===== src/rtl/ccx_ic_pkg.sv =====
// Shared constants for the core-complex crossbar: default widths, response-source encoding, default memory map.
// Memory map: ROM 0x0/1KiB, RAM 0x10000/64KiB, MMIO 0x20000/256B, EXT 0x10000000/256MiB.
package ccx_ic_pkg;

    localparam int DEF_AW = 39;
    localparam int DEF_DW = 64;

    // Response source: target index 0..7, or a locally generated decode error.
    localparam int              SRCW       = 4;
    localparam logic [SRCW-1:0] SRC_DECERR = 4'd8;

    localparam logic [DEF_AW-1:0] ROM_BASE  = 39'h0;
    localparam logic [DEF_AW-1:0] ROM_MASK  = ~39'h3FF;
    localparam logic [DEF_AW-1:0] RAM_BASE  = 39'h10000;
    localparam logic [DEF_AW-1:0] RAM_MASK  = ~39'hFFFF;
    localparam logic [DEF_AW-1:0] MMIO_BASE = 39'h20000;
    localparam logic [DEF_AW-1:0] MMIO_MASK = ~39'hFF;
    localparam logic [DEF_AW-1:0] EXT_BASE  = 39'h10000000;
    localparam logic [DEF_AW-1:0] EXT_MASK  = ~39'h0FFFFFFF;

    localparam logic [4*DEF_AW-1:0] DEF_TGT_BASE = {EXT_BASE, MMIO_BASE, RAM_BASE, ROM_BASE};
    localparam logic [4*DEF_AW-1:0] DEF_TGT_MASK = {EXT_MASK, MMIO_MASK, RAM_MASK, ROM_MASK};

    function automatic int sw_of(input int dw);
        return dw / 8;
    endfunction

endpackage


===== src/rtl/ccx_ic_rr_arb.sv =====
// NI-way round-robin arbiter for one target; owner is combinational (zero latency) from requests plus state.
// A stalled owner (no target gnt) stays locked until granted; the pointer advances past the owner on each transfer.
module ccx_ic_rr_arb #(
    parameter int NI = 2,
    parameter int IW = (NI > 1) ? $clog2(NI) : 1
) (
    input  logic          g_clk,
    input  logic          g_resetn,
    input  logic [NI-1:0] i_req,
    input  logic          i_gnt,
    output logic          o_vld,
    output logic [NI-1:0] o_own_oh,
    output logic [IW-1:0] o_own_idx
);

    logic [IW-1:0] r_ptr;
    logic          r_lock;
    logic [IW-1:0] r_lock_idx;

    logic          w_vld;
    logic [IW-1:0] w_idx;
    int            w_dist;
    int            w_best;

    // Winner is the requester at the smallest rotational distance from the pointer.
    always_comb begin
        w_vld  = 1'b0;
        w_idx  = '0;
        w_dist = 0;
        w_best = NI;
        if (r_lock && i_req[r_lock_idx]) begin
            w_vld = 1'b1;
            w_idx = r_lock_idx;
        end else begin
            for (int c = 0; c < NI; c++) begin
                w_dist = (c + NI - int'(r_ptr)) % NI;
                if (i_req[c] && (w_dist < w_best)) begin
                    w_best = w_dist;
                    w_vld  = 1'b1;
                    w_idx  = IW'(c);
                end
            end
        end
    end

    always_comb begin
        o_own_oh = '0;
        for (int c = 0; c < NI; c++) begin
            o_own_oh[c] = w_vld && (w_idx == IW'(c));
        end
    end

    assign o_vld     = w_vld;
    assign o_own_idx = w_idx;

    always_ff @(posedge g_clk) begin
        if (!g_resetn) begin
            r_ptr      <= '0;
            r_lock     <= 1'b0;
            r_lock_idx <= '0;
        end else if (w_vld) begin
            if (i_gnt) begin
                r_ptr  <= (w_idx == IW'(NI - 1)) ? '0 : w_idx + 1'b1;
                r_lock <= 1'b0;
            end else begin
                r_lock     <= 1'b1;
                r_lock_idx <= w_idx;
            end
        end
    end

endmodule


===== src/rtl/ccx_ic_xbar.sv =====
// NI x NT address-decoded crossbar: zero-latency request forwarding, one-cycle responses routed by a per-initiator tracker.
// Backpressure: t_gnt low stalls and locks that target's owner; unmapped addresses are granted at once and answered with err.
module ccx_ic_xbar
    import ccx_ic_pkg::*;
#(
    parameter int              NI       = 2,
    parameter int              NT       = 4,
    parameter int              AW       = DEF_AW,
    parameter int              DW       = DEF_DW,
    parameter logic [NT*AW-1:0] TGT_BASE = DEF_TGT_BASE,
    parameter logic [NT*AW-1:0] TGT_MASK = DEF_TGT_MASK,
    localparam int             SW       = sw_of(DW),
    localparam int             IW       = (NI > 1) ? $clog2(NI) : 1
) (
    input  logic             g_clk,
    input  logic             g_resetn,
    input  logic [NI-1:0]    i_req,
    input  logic [NI*AW-1:0] i_addr,
    input  logic [NI-1:0]    i_wen,
    input  logic [NI*SW-1:0] i_strb,
    input  logic [NI*DW-1:0] i_wdata,
    output logic [NI-1:0]    i_gnt,
    output logic [NI-1:0]    i_err,
    output logic [NI*DW-1:0] i_rdata,
    output logic [NT-1:0]    t_req,
    output logic [NT*AW-1:0] t_addr,
    output logic [NT-1:0]    t_wen,
    output logic [NT*SW-1:0] t_strb,
    output logic [NT*DW-1:0] t_wdata,
    input  logic [NT-1:0]    t_gnt,
    input  logic [NT-1:0]    t_err,
    input  logic [NT*DW-1:0] t_rdata
);

    logic [NI-1:0]   w_dec_err;
    logic [SRCW-1:0] w_tsel [NI];
    logic [NI-1:0]   w_treq [NT];
    logic            w_own_vld [NT];
    logic [NI-1:0]   w_own_oh [NT];
    logic [IW-1:0]   w_own_idx [NT];
    logic [NI-1:0]   w_gnt;

    logic [NI-1:0]   r_rsp_vld;
    logic [SRCW-1:0] r_rsp_src [NI];

    // Scan from the top so the lowest matching target overrides.
    always_comb begin
        w_dec_err = '1;
        for (int i = 0; i < NI; i++) begin
            w_tsel[i] = '0;
            for (int t = NT - 1; t >= 0; t--) begin
                if ((i_addr[i*AW +: AW] & TGT_MASK[t*AW +: AW]) == TGT_BASE[t*AW +: AW]) begin
                    w_dec_err[i] = 1'b0;
                    w_tsel[i]    = SRCW'(t);
                end
            end
        end
    end

    always_comb begin
        for (int t = 0; t < NT; t++) begin
            w_treq[t] = '0;
            for (int i = 0; i < NI; i++) begin
                w_treq[t][i] = i_req[i] && !w_dec_err[i] && (w_tsel[i] == SRCW'(t));
            end
        end
    end

    for (genvar t = 0; t < NT; t++) begin : g_arb
        ccx_ic_rr_arb #(
            .NI (NI),
            .IW (IW)
        ) u_arb (
            .g_clk     (g_clk),
            .g_resetn  (g_resetn),
            .i_req     (w_treq[t]),
            .i_gnt     (t_gnt[t]),
            .o_vld     (w_own_vld[t]),
            .o_own_oh  (w_own_oh[t]),
            .o_own_idx (w_own_idx[t])
        );
    end

    always_comb begin
        t_req   = '0;
        t_addr  = '0;
        t_wen   = '0;
        t_strb  = '0;
        t_wdata = '0;
        for (int t = 0; t < NT; t++) begin
            t_req[t] = g_resetn && w_own_vld[t];
            for (int i = 0; i < NI; i++) begin
                if (w_own_idx[t] == IW'(i)) begin
                    t_addr[t*AW +: AW]  = i_addr[i*AW +: AW];
                    t_wen[t]            = i_wen[i];
                    t_strb[t*SW +: SW]  = i_strb[i*SW +: SW];
                    t_wdata[t*DW +: DW] = i_wdata[i*DW +: DW];
                end
            end
        end
    end

    always_comb begin
        w_gnt = '0;
        for (int i = 0; i < NI; i++) begin
            if (g_resetn && i_req[i]) begin
                if (w_dec_err[i]) begin
                    w_gnt[i] = 1'b1;
                end else begin
                    for (int t = 0; t < NT; t++) begin
                        if (w_tsel[i] == SRCW'(t)) begin
                            w_gnt[i] = t_gnt[t] && w_own_oh[t][i];
                        end
                    end
                end
            end
        end
    end

    assign i_gnt = w_gnt;

    always_ff @(posedge g_clk) begin
        if (!g_resetn) begin
            r_rsp_vld <= '0;
            for (int i = 0; i < NI; i++) begin
                r_rsp_src[i] <= '0;
            end
        end else begin
            for (int i = 0; i < NI; i++) begin
                r_rsp_vld[i] <= i_req[i] && w_gnt[i];
                if (i_req[i] && w_gnt[i]) begin
                    r_rsp_src[i] <= w_dec_err[i] ? SRC_DECERR : w_tsel[i];
                end
            end
        end
    end

    // Outputs are gated with reset so a response in flight when reset hits is dropped.
    always_comb begin
        i_err   = '0;
        i_rdata = '0;
        for (int i = 0; i < NI; i++) begin
            if (g_resetn && r_rsp_vld[i]) begin
                if (r_rsp_src[i] == SRC_DECERR) begin
                    i_err[i] = 1'b1;
                end else begin
                    for (int t = 0; t < NT; t++) begin
                        if (r_rsp_src[i] == SRCW'(t)) begin
                            i_err[i]            = t_err[t];
                            i_rdata[i*DW +: DW] = t_rdata[t*DW +: DW];
                        end
                    end
                end
            end
        end
    end

endmodule


===== config.mk =====
export PLATFORM = sky130hd
export DESIGN_NAME = ccx_ic_xbar
export DESIGN_NICKNAME = d
export VERILOG_FILES = /design/src/rtl/ccx_ic_pkg.sv /design/src/rtl/ccx_ic_rr_arb.sv /design/src/rtl/ccx_ic_xbar.sv
export SDC_FILE = /design/constraint.sdc
export NUM_CORES = 1
export LEC_CHECK = 0
export CORE_AREA = 2 2 414 416
export CTS_CLUSTER_SIZE = 10
export DETAILED_ROUTE_END_ITERATION = 8
export DIE_AREA = 0 0 416 418
export GPL_ROUTABILITY_DRIVEN = 0
export GPL_TIMING_DRIVEN = 0
export HOLD_SLACK_MARGIN = 0.08
export PLACE_DENSITY = 0.3
export SYNTH_ARGS = -nofsm -noshare
export SYNTH_HDL_FRONTEND = slang
export SYNTH_SLANG_ARGS = --single-unit

===== constraint.sdc =====
create_clock -name g_clk -period 7.1 [get_ports g_clk]
set_clock_uncertainty 0.05 [all_clocks]
set_input_delay 2.13 -clock g_clk [delete_from_list [all_inputs] [get_ports g_clk]]
set_output_delay 2.13 -clock g_clk [all_outputs]
set_load 0.05 [all_outputs]

==> flow_summary.toml, run 1 <==
[routing]
drt_iter0_drc = 624
vias = 15707
drcViolationCount = 0
ant_nets = 0
first_pass_iters = 5
wire_per_inst_um = 27.0
drt-total-wl_um = 126000
vias_per_cell = 3.37

[floorplanning]
die_x_um = 416
rows = 151
core_area_um2 = 169000
initial_utilization_pct = 6.05
die-area_um2 = 174000
die_h_um = 418
io_pins = 1076

[cells_and_area]
nFillCells = 19473
nNetsFinal = 2928
fin_area_um2 = 23900
final_layout_size_suffix_gt1_share_pct = 37.5
multi_input_area_um2 = 9450
seq_area_um2 = 460
area_growth_pct = 133

[setup_path]
cp_data_arrival_time_ns = 4.92
end_kind = "primary output"
cp_max_fo = 10
worstSetupStartpointType = "input port"
r2r_cells = 10
worstPathRequired_ns = 4.92
worstSetupPathType = "in2out"

[power]
p_sw_mw = 1.15
p_leak_nw = 8.99
power_density_nw_per_um2 = 81.3
netSwitchingFraction_pct = 59.1
seq_power_share_pct = 6.8
peakVddDrop_v = 0.0000505
pwr-share-clk_pct = 8.2
p_int_mw = 0.793
p_comb_share_pct = 85.0

[logic_synthesis]
yosys_warnings = 0
synth_most_common_cell = "mux2_2"
syn_nets = 1795
ys_seq_area_share_pct = 4.50
synth_top_cell_by_area = "mux2_2"
synth_area_um2 = 10200
synth-async-reset-ratio_pct = 0
yosys_register_bits = 20
synth_top_area_share_pct = 33.7
netlist_top_cells_count = "mux2_2 (306), nor2_1 (155), nor2b_1 (153)"
yosys-top-cells-area = "mux2_2 (34%), o221ai_1 (11%), nor2b_1 (9.4%)"
syn_inst = 1303
syn_avg_cell_area_um2 = 7.85
synth_cell_type_count = 53
synth_ff_type = "dfxtp_1"
synth_edf_count = 6

[min_path]
holdPathStages = 2
hold_path_class = "reg2reg"

[clock_tree]
cts_tree = "built"
cts_buffer_depth = 2
cts.sinks = 20
cts_root_buf = "clkbuf_16"
cts_buffers = 3
ctsHoldBuffers = 0
h-tree-depth = 1
clkSlewWorstSetupHoldPaths_ns = 0.07
clk_latency_ns = 0.28

[sta]
worst_slack_ns = -0.00352
timing.fmax_mhz = 141
setup-violations-final = 1
min_period_ns = 7.10
worst_pin_slew_ns = 1.52
rsz0062_at_grt = "yes"
hold_violations = 0
slew_headroom_pct = -1.83
maxSlewViolCount = 2
finalCritPeriodShare_pct = 100
whs_ns = 0.410

[grt]
grt-ovfl-total = 0
gr-usage-met2_pct = 30.5
grt_start_max_net_pins = 13
gr-usage-met1_pct = 12.1
track_usage_pct = 13.6
grt_pass1_vias = 16872
antenna_found_initial = 22
grt-busiest-layer = "met2"
met3_usage_pct = 2.21
grt_pass1_wl_um = 162000

[placement]
port_buffers = 1074
placed_area_um2 = 23800
dpl.hpwl_um = 107000

[run_status]
status = "complete, but fails checks"
violations = "max-capacitance violations, max-slew violations, negative setup slack"

[flow_run]
drv_cap = 1
sequential cells by signal, summed over array words and instances (netlist names):
name and cells:
g_arb.u_arb.r_ptr 4, g_arb.u_arb.r_lock_idx 4, r_rsp_vld 2, g_arb.u_arb.r_lock 4, r_rsp_src 6
area by class of cell:
class / instances / share of cell area [%]
multi-input cells: 1134 / 39.6
flip-flops and latches: 20 / 1.93
clock buffers: 4 / 0.419
repair buffers: 1129 / 42.1
plain buffers: 135 / 4.08
well taps: 2218 / 11.6
diodes: 5 / 0.0524
inverters: 13 / 0.204
final timing paths:
path | startpoint | to | slack (ns)
worst max-delay path | i_addr[68] | t_wdata[126] | -0.004
worst max register to register | g_arb[1].u_arb.r_lock | r_rsp_src[0][4] | 4.39
worst min register to register | g_arb[0].u_arb.r_ptr | g_arb[0].u_arb.r_ptr | 0.41
worst min-delay path | g_arb[0].u_arb.r_ptr | g_arb[0].u_arb.r_ptr | 0.41
routing by layer:
metal / part of all wire (%) / routed length, µm
met4: 2.6 / 3270
met5: 0.017 / 21
met1: 31 / 39400
met2: 62 / 77400
met3: 4.5 / 5620
cell usage in the layout, fill, tap and decap left out, types with 53 or more instances in the layout:
master	count
clkbuf_1	72
a211oi_1	127
buf_2	284
nor2_1	149
o221ai_1	124
nor2b_1	151
buf_4	78
dlygate4sd2_1	74
mux2_2	278
mux2_1	53
and2_1	63
clkdlybuf4s50_1	538
power by group through the flow:
stage          Sequential [mW]  Clock (mW)  Combinational [mW]
3_3_place_gp             0.135           0                1.75
4_1_cts                  0.133       0.175                1.68
6_report                 0.131       0.159                1.65
2_1_floorplan            0.126           0               0.858
3_5_place_dp             0.135           0                1.74
5_1_grt                  0.133       0.173                1.72
logic make-up after synthesis:
group / after synthesis / share of synthesized area [%]
AND/OR/NAND/NOR: 459 / 24.6
buffers and inverters: 149 / 6.76
multiplexers: 364 / 40.0
flip-flops: 20 / 4.50
AO/OA/AOI/OAI: 311 / 24.1
through the flow:
stage          util [%]  std cells  setup TNS [ns]  total power [mW]  setup slack (ns)
2_1_floorplan         -       1303               0             0.985             0.400
3_3_place_gp       14.0       4595        -1417.68              1.88             -3.88
3_5_place_dp       14.1       4599         -876.53              1.88             -2.77
4_1_cts            14.1       4652        -0.00352              1.98          -0.00211
5_1_grt            14.1       4655         -0.0482              2.03           -0.0482
6_report           14.1       4658        -0.00352              1.94          -0.00352
critical path, cell delays in order:
cell,delay [ns]
clkdlybuf4s50_1,0.42
or4_4,0.61
nor3_1,0.38
o311ai_4,0.19
buf_12,0.18
buf_16,0.16
buf_4,0.20
mux2_2,0.28
clkdlybuf4s15_2,0.36
repair_timing:
action	CTS	global route
endpoints found under the setup margin	582	278
gates cloned	8	0
buffers inserted	42	1
resized for setup	2364	183
pin swaps	17	11
No activity file was read; power rests on OpenSTA's default activity.
==> run 2: changes to the inputs <==
Settings changed: CTS_BUF_LIST set to sky130_fd_sc_hd__clkbuf_8 sky130_fd_sc_hd__clkbuf_16.
==> results of run 2 <==
The final DEF is identical to that of run 1; final timing and power are the same.
==> run 3: changes to the inputs <==
--- a/config.mk
+++ b/config.mk
@@ -16,2 +16,3 @@
 export PLACE_DENSITY = 0.3
+export SLEW_MARGIN = 20
 export SYNTH_ARGS = -nofsm -noshare
==> constraint.sdc (replaced) <==
create_clock -name g_clk -period 7.1 [get_ports g_clk]
set_clock_uncertainty 0.05 [all_clocks]
set_input_delay 1.42 -clock g_clk [delete_from_list [all_inputs] [get_ports g_clk]]
set_output_delay 1.42 -clock g_clk [all_outputs]
set_load 0.05 [all_outputs]
==> flow_summary.toml, run 3 (synthesis results as in run 1) <==
[grt]
grt-ovfl-total = 0
met3_usage_pct = 2.39
grt_pass1_wl_um = 159000
antenna_found_initial = 20
grt-busiest-layer = "met2"
track_usage_pct = 13.4
grt_pass1_vias = 16602
grt_start_max_net_pins = 13
gr-usage-met2_pct = 29.6
gr-usage-met1_pct = 11.8

[setup_path]
slowest_delay_ns = 0.90
crit_chain = "clkdlybuf4s50_1 -> or4_1 -> or4_1 -> a41o_1 -> buf_6 -> buf_6 -> mux2_1 -> clkdlybuf4s50_1"
ff2ff_setup_slack_ns = 4.56
worstSetupStartpointType = "input port"
endpoint = "t_addr[137]"
r2r-start = "g_arb[1].u_arb.r_lock"
crit_cells = 8
path_delay_family = "buffers and inverters"
r2r_cells = 6
rr_endpoint = "r_rsp_src[0][4]"
worstSetupStartpoint = "i_addr[69]"
end_kind = "primary output"
critical_path_buf_inv_count = 4
cp_max_fo = 10
cp_slowest_cell = "clkdlybuf4s50_1"
worstSetupPathType = "in2out"
worstPathRequired_ns = 5.63
cp_data_arrival_time_ns = 5.34

[power]
seq_power_share_pct = 6.6
p_comb_share_pct = 85.5
power_density_nw_per_um2 = 83.5
power_mw = 2.01
pwr-share-clk_pct = 7.9
p_leak_nw = 7.65
netSwitchingFraction_pct = 56.6
p_sw_mw = 1.14
p_int_mw = 0.872
peakVddDrop_v = 0.0000492

[min_path]
hold_path_class = "reg2reg"

[floorplanning]
initial_utilization_pct = 6.05
die_x_um = 416
core_area_um2 = 169000
die_h_um = 418
die-area_um2 = 174000
rows = 151
io_pins = 1076

[sta]
rsz0062_at_grt = "no"
min_period_ns = 6.81
timing.fmax_mhz = 147
whs_ns = 0.410
tns_ns = 0
maxSlewViolCount = 0
hold_violations = 0
setup-violations-final = 0
slew_headroom_pct = 24.3
worst_pin_slew_ns = 1.14
finalCritPeriodShare_pct = 95.9

[clock_tree]
h-tree-depth = 1
cts_tree = "built"
cts_buffer_depth = 2
cts_buffers = 3
clkSlewWorstSetupHoldPaths_ns = 0.07
cts.sinks = 20
cts_root_buf = "clkbuf_16"
clk_latency_ns = 0.28

[cells_and_area]
final_util_pct = 14.2
layout_common_cells = "clkdlybuf4s50_1 (1052), mux2_2 (306), nor2_1 (153), nor2b_1 (153)"
largest_register_ffs = 6
nNetsFinal = 2880
layout_commonest_cell = "clkdlybuf4s50_1"
regMostFlops = "r_rsp_src"
final_layout_size_suffix_gt1_share_pct = 16.4
area_growth_pct = 135
final_cells = 4608

[routing]
vias = 15367
drcViolationCount = 0
vias_per_cell = 3.33
first_pass_iters = 5
drt-total-wl_um = 123000
ant_nets = 0
wire_per_inst_um = 26.7
drt_iter0_drc = 564

[placement]
port_buffers = 1074
dpl.hpwl_um = 107000
placedCellCount = 4598

[run_status]
status = "completed"

[flow_run]
drv_cap = 0
-- run 3: cell types whose count changed in the layout (fill, tap and decap cells not counted), sizes merged --
cell / previous run / this run
clkdlybuf4s50: 538 / 1052
buf: 470 / 44
dlygate4sd2: 74 / 11
clkdlybuf4s15: 44 / 0
clkbuf: 118 / 102
dlymetal6s2s: 24 / 11
diode: 5 / 3
-- run 3: timing repair --
item	in CTS	in global routing
cloned	0	0
setup buffers	1	2
resized for setup	27	14
pin swaps	0	1
setup endpoints to repair	320	54
hold buffers	0	0
-- run 3: per-stage QoR --
stage | area, µm² | worst slack (ns)
floorplan | 10200 | 1.82
global placement | 23800 | -2.46
detailed placement | 23800 | -1.32
CTS | 24000 | 0.00341
global route | 24100 | 0.00199
finish | 24100 | 0.292
-- run 3: per-layer routing --
layer,wire length [µm],vias up
li1,-,7176
met1,38300,7434
met2,75300,657
met3,5910,94
met4,3590,6
met5,41,-
-- run 3: power groups by stage --
| stage | clock network (mW) | logic [mW] | registers, mW |
|---|---|---|---|
| 2_1_floorplan | 0 | 0.858 | 0.126 |
| 3_3_place_gp | 0 | 1.75 | 0.135 |
| 3_5_place_dp | 0 | 1.74 | 0.136 |
| 4_1_cts | 0.171 | 1.75 | 0.133 |
| 5_1_grt | 0.173 | 1.79 | 0.133 |
| 6_report | 0.159 | 1.72 | 0.132 |
-- run 3: worst min-delay path, cell delays in order, from the launching register on --
cell	delay [ns]
dfxtp_1	0.31
nand2_1	0.05
a21oi_1	0.05
-- run 3: final cells by class --
class                      instances  area [µm²]
antenna                            3        7.51
buffer                           136         673
clock buffer                       4         100
fill                           19282      145000
inverter                          13        48.8
multi-input combinational       1134        9160
sequential                        20         460
tap                             2218        2780
timing repair buffer            1080       10800
-- run 3: worst min path at each step --
stage	start	endpoint	slack, ns	cells past startpoint
final	g_arb[0].u_arb.r_ptr	g_arb[0].u_arb.r_ptr	0.41	2
after global routing	g_arb[0].u_arb.r_ptr	g_arb[0].u_arb.r_ptr	0.43	2
after CTS	g_arb[0].u_arb.r_ptr	g_arb[0].u_arb.r_ptr	0.41	2
after detailed placement	g_arb[0].u_arb.r_ptr	g_arb[0].u_arb.r_ptr	0.40	2
after global placement	g_arb[0].u_arb.r_ptr	g_arb[0].u_arb.r_ptr	0.40	2
after floorplan	g_arb[0].u_arb.r_ptr	g_arb[0].u_arb.r_ptr	0.38	2
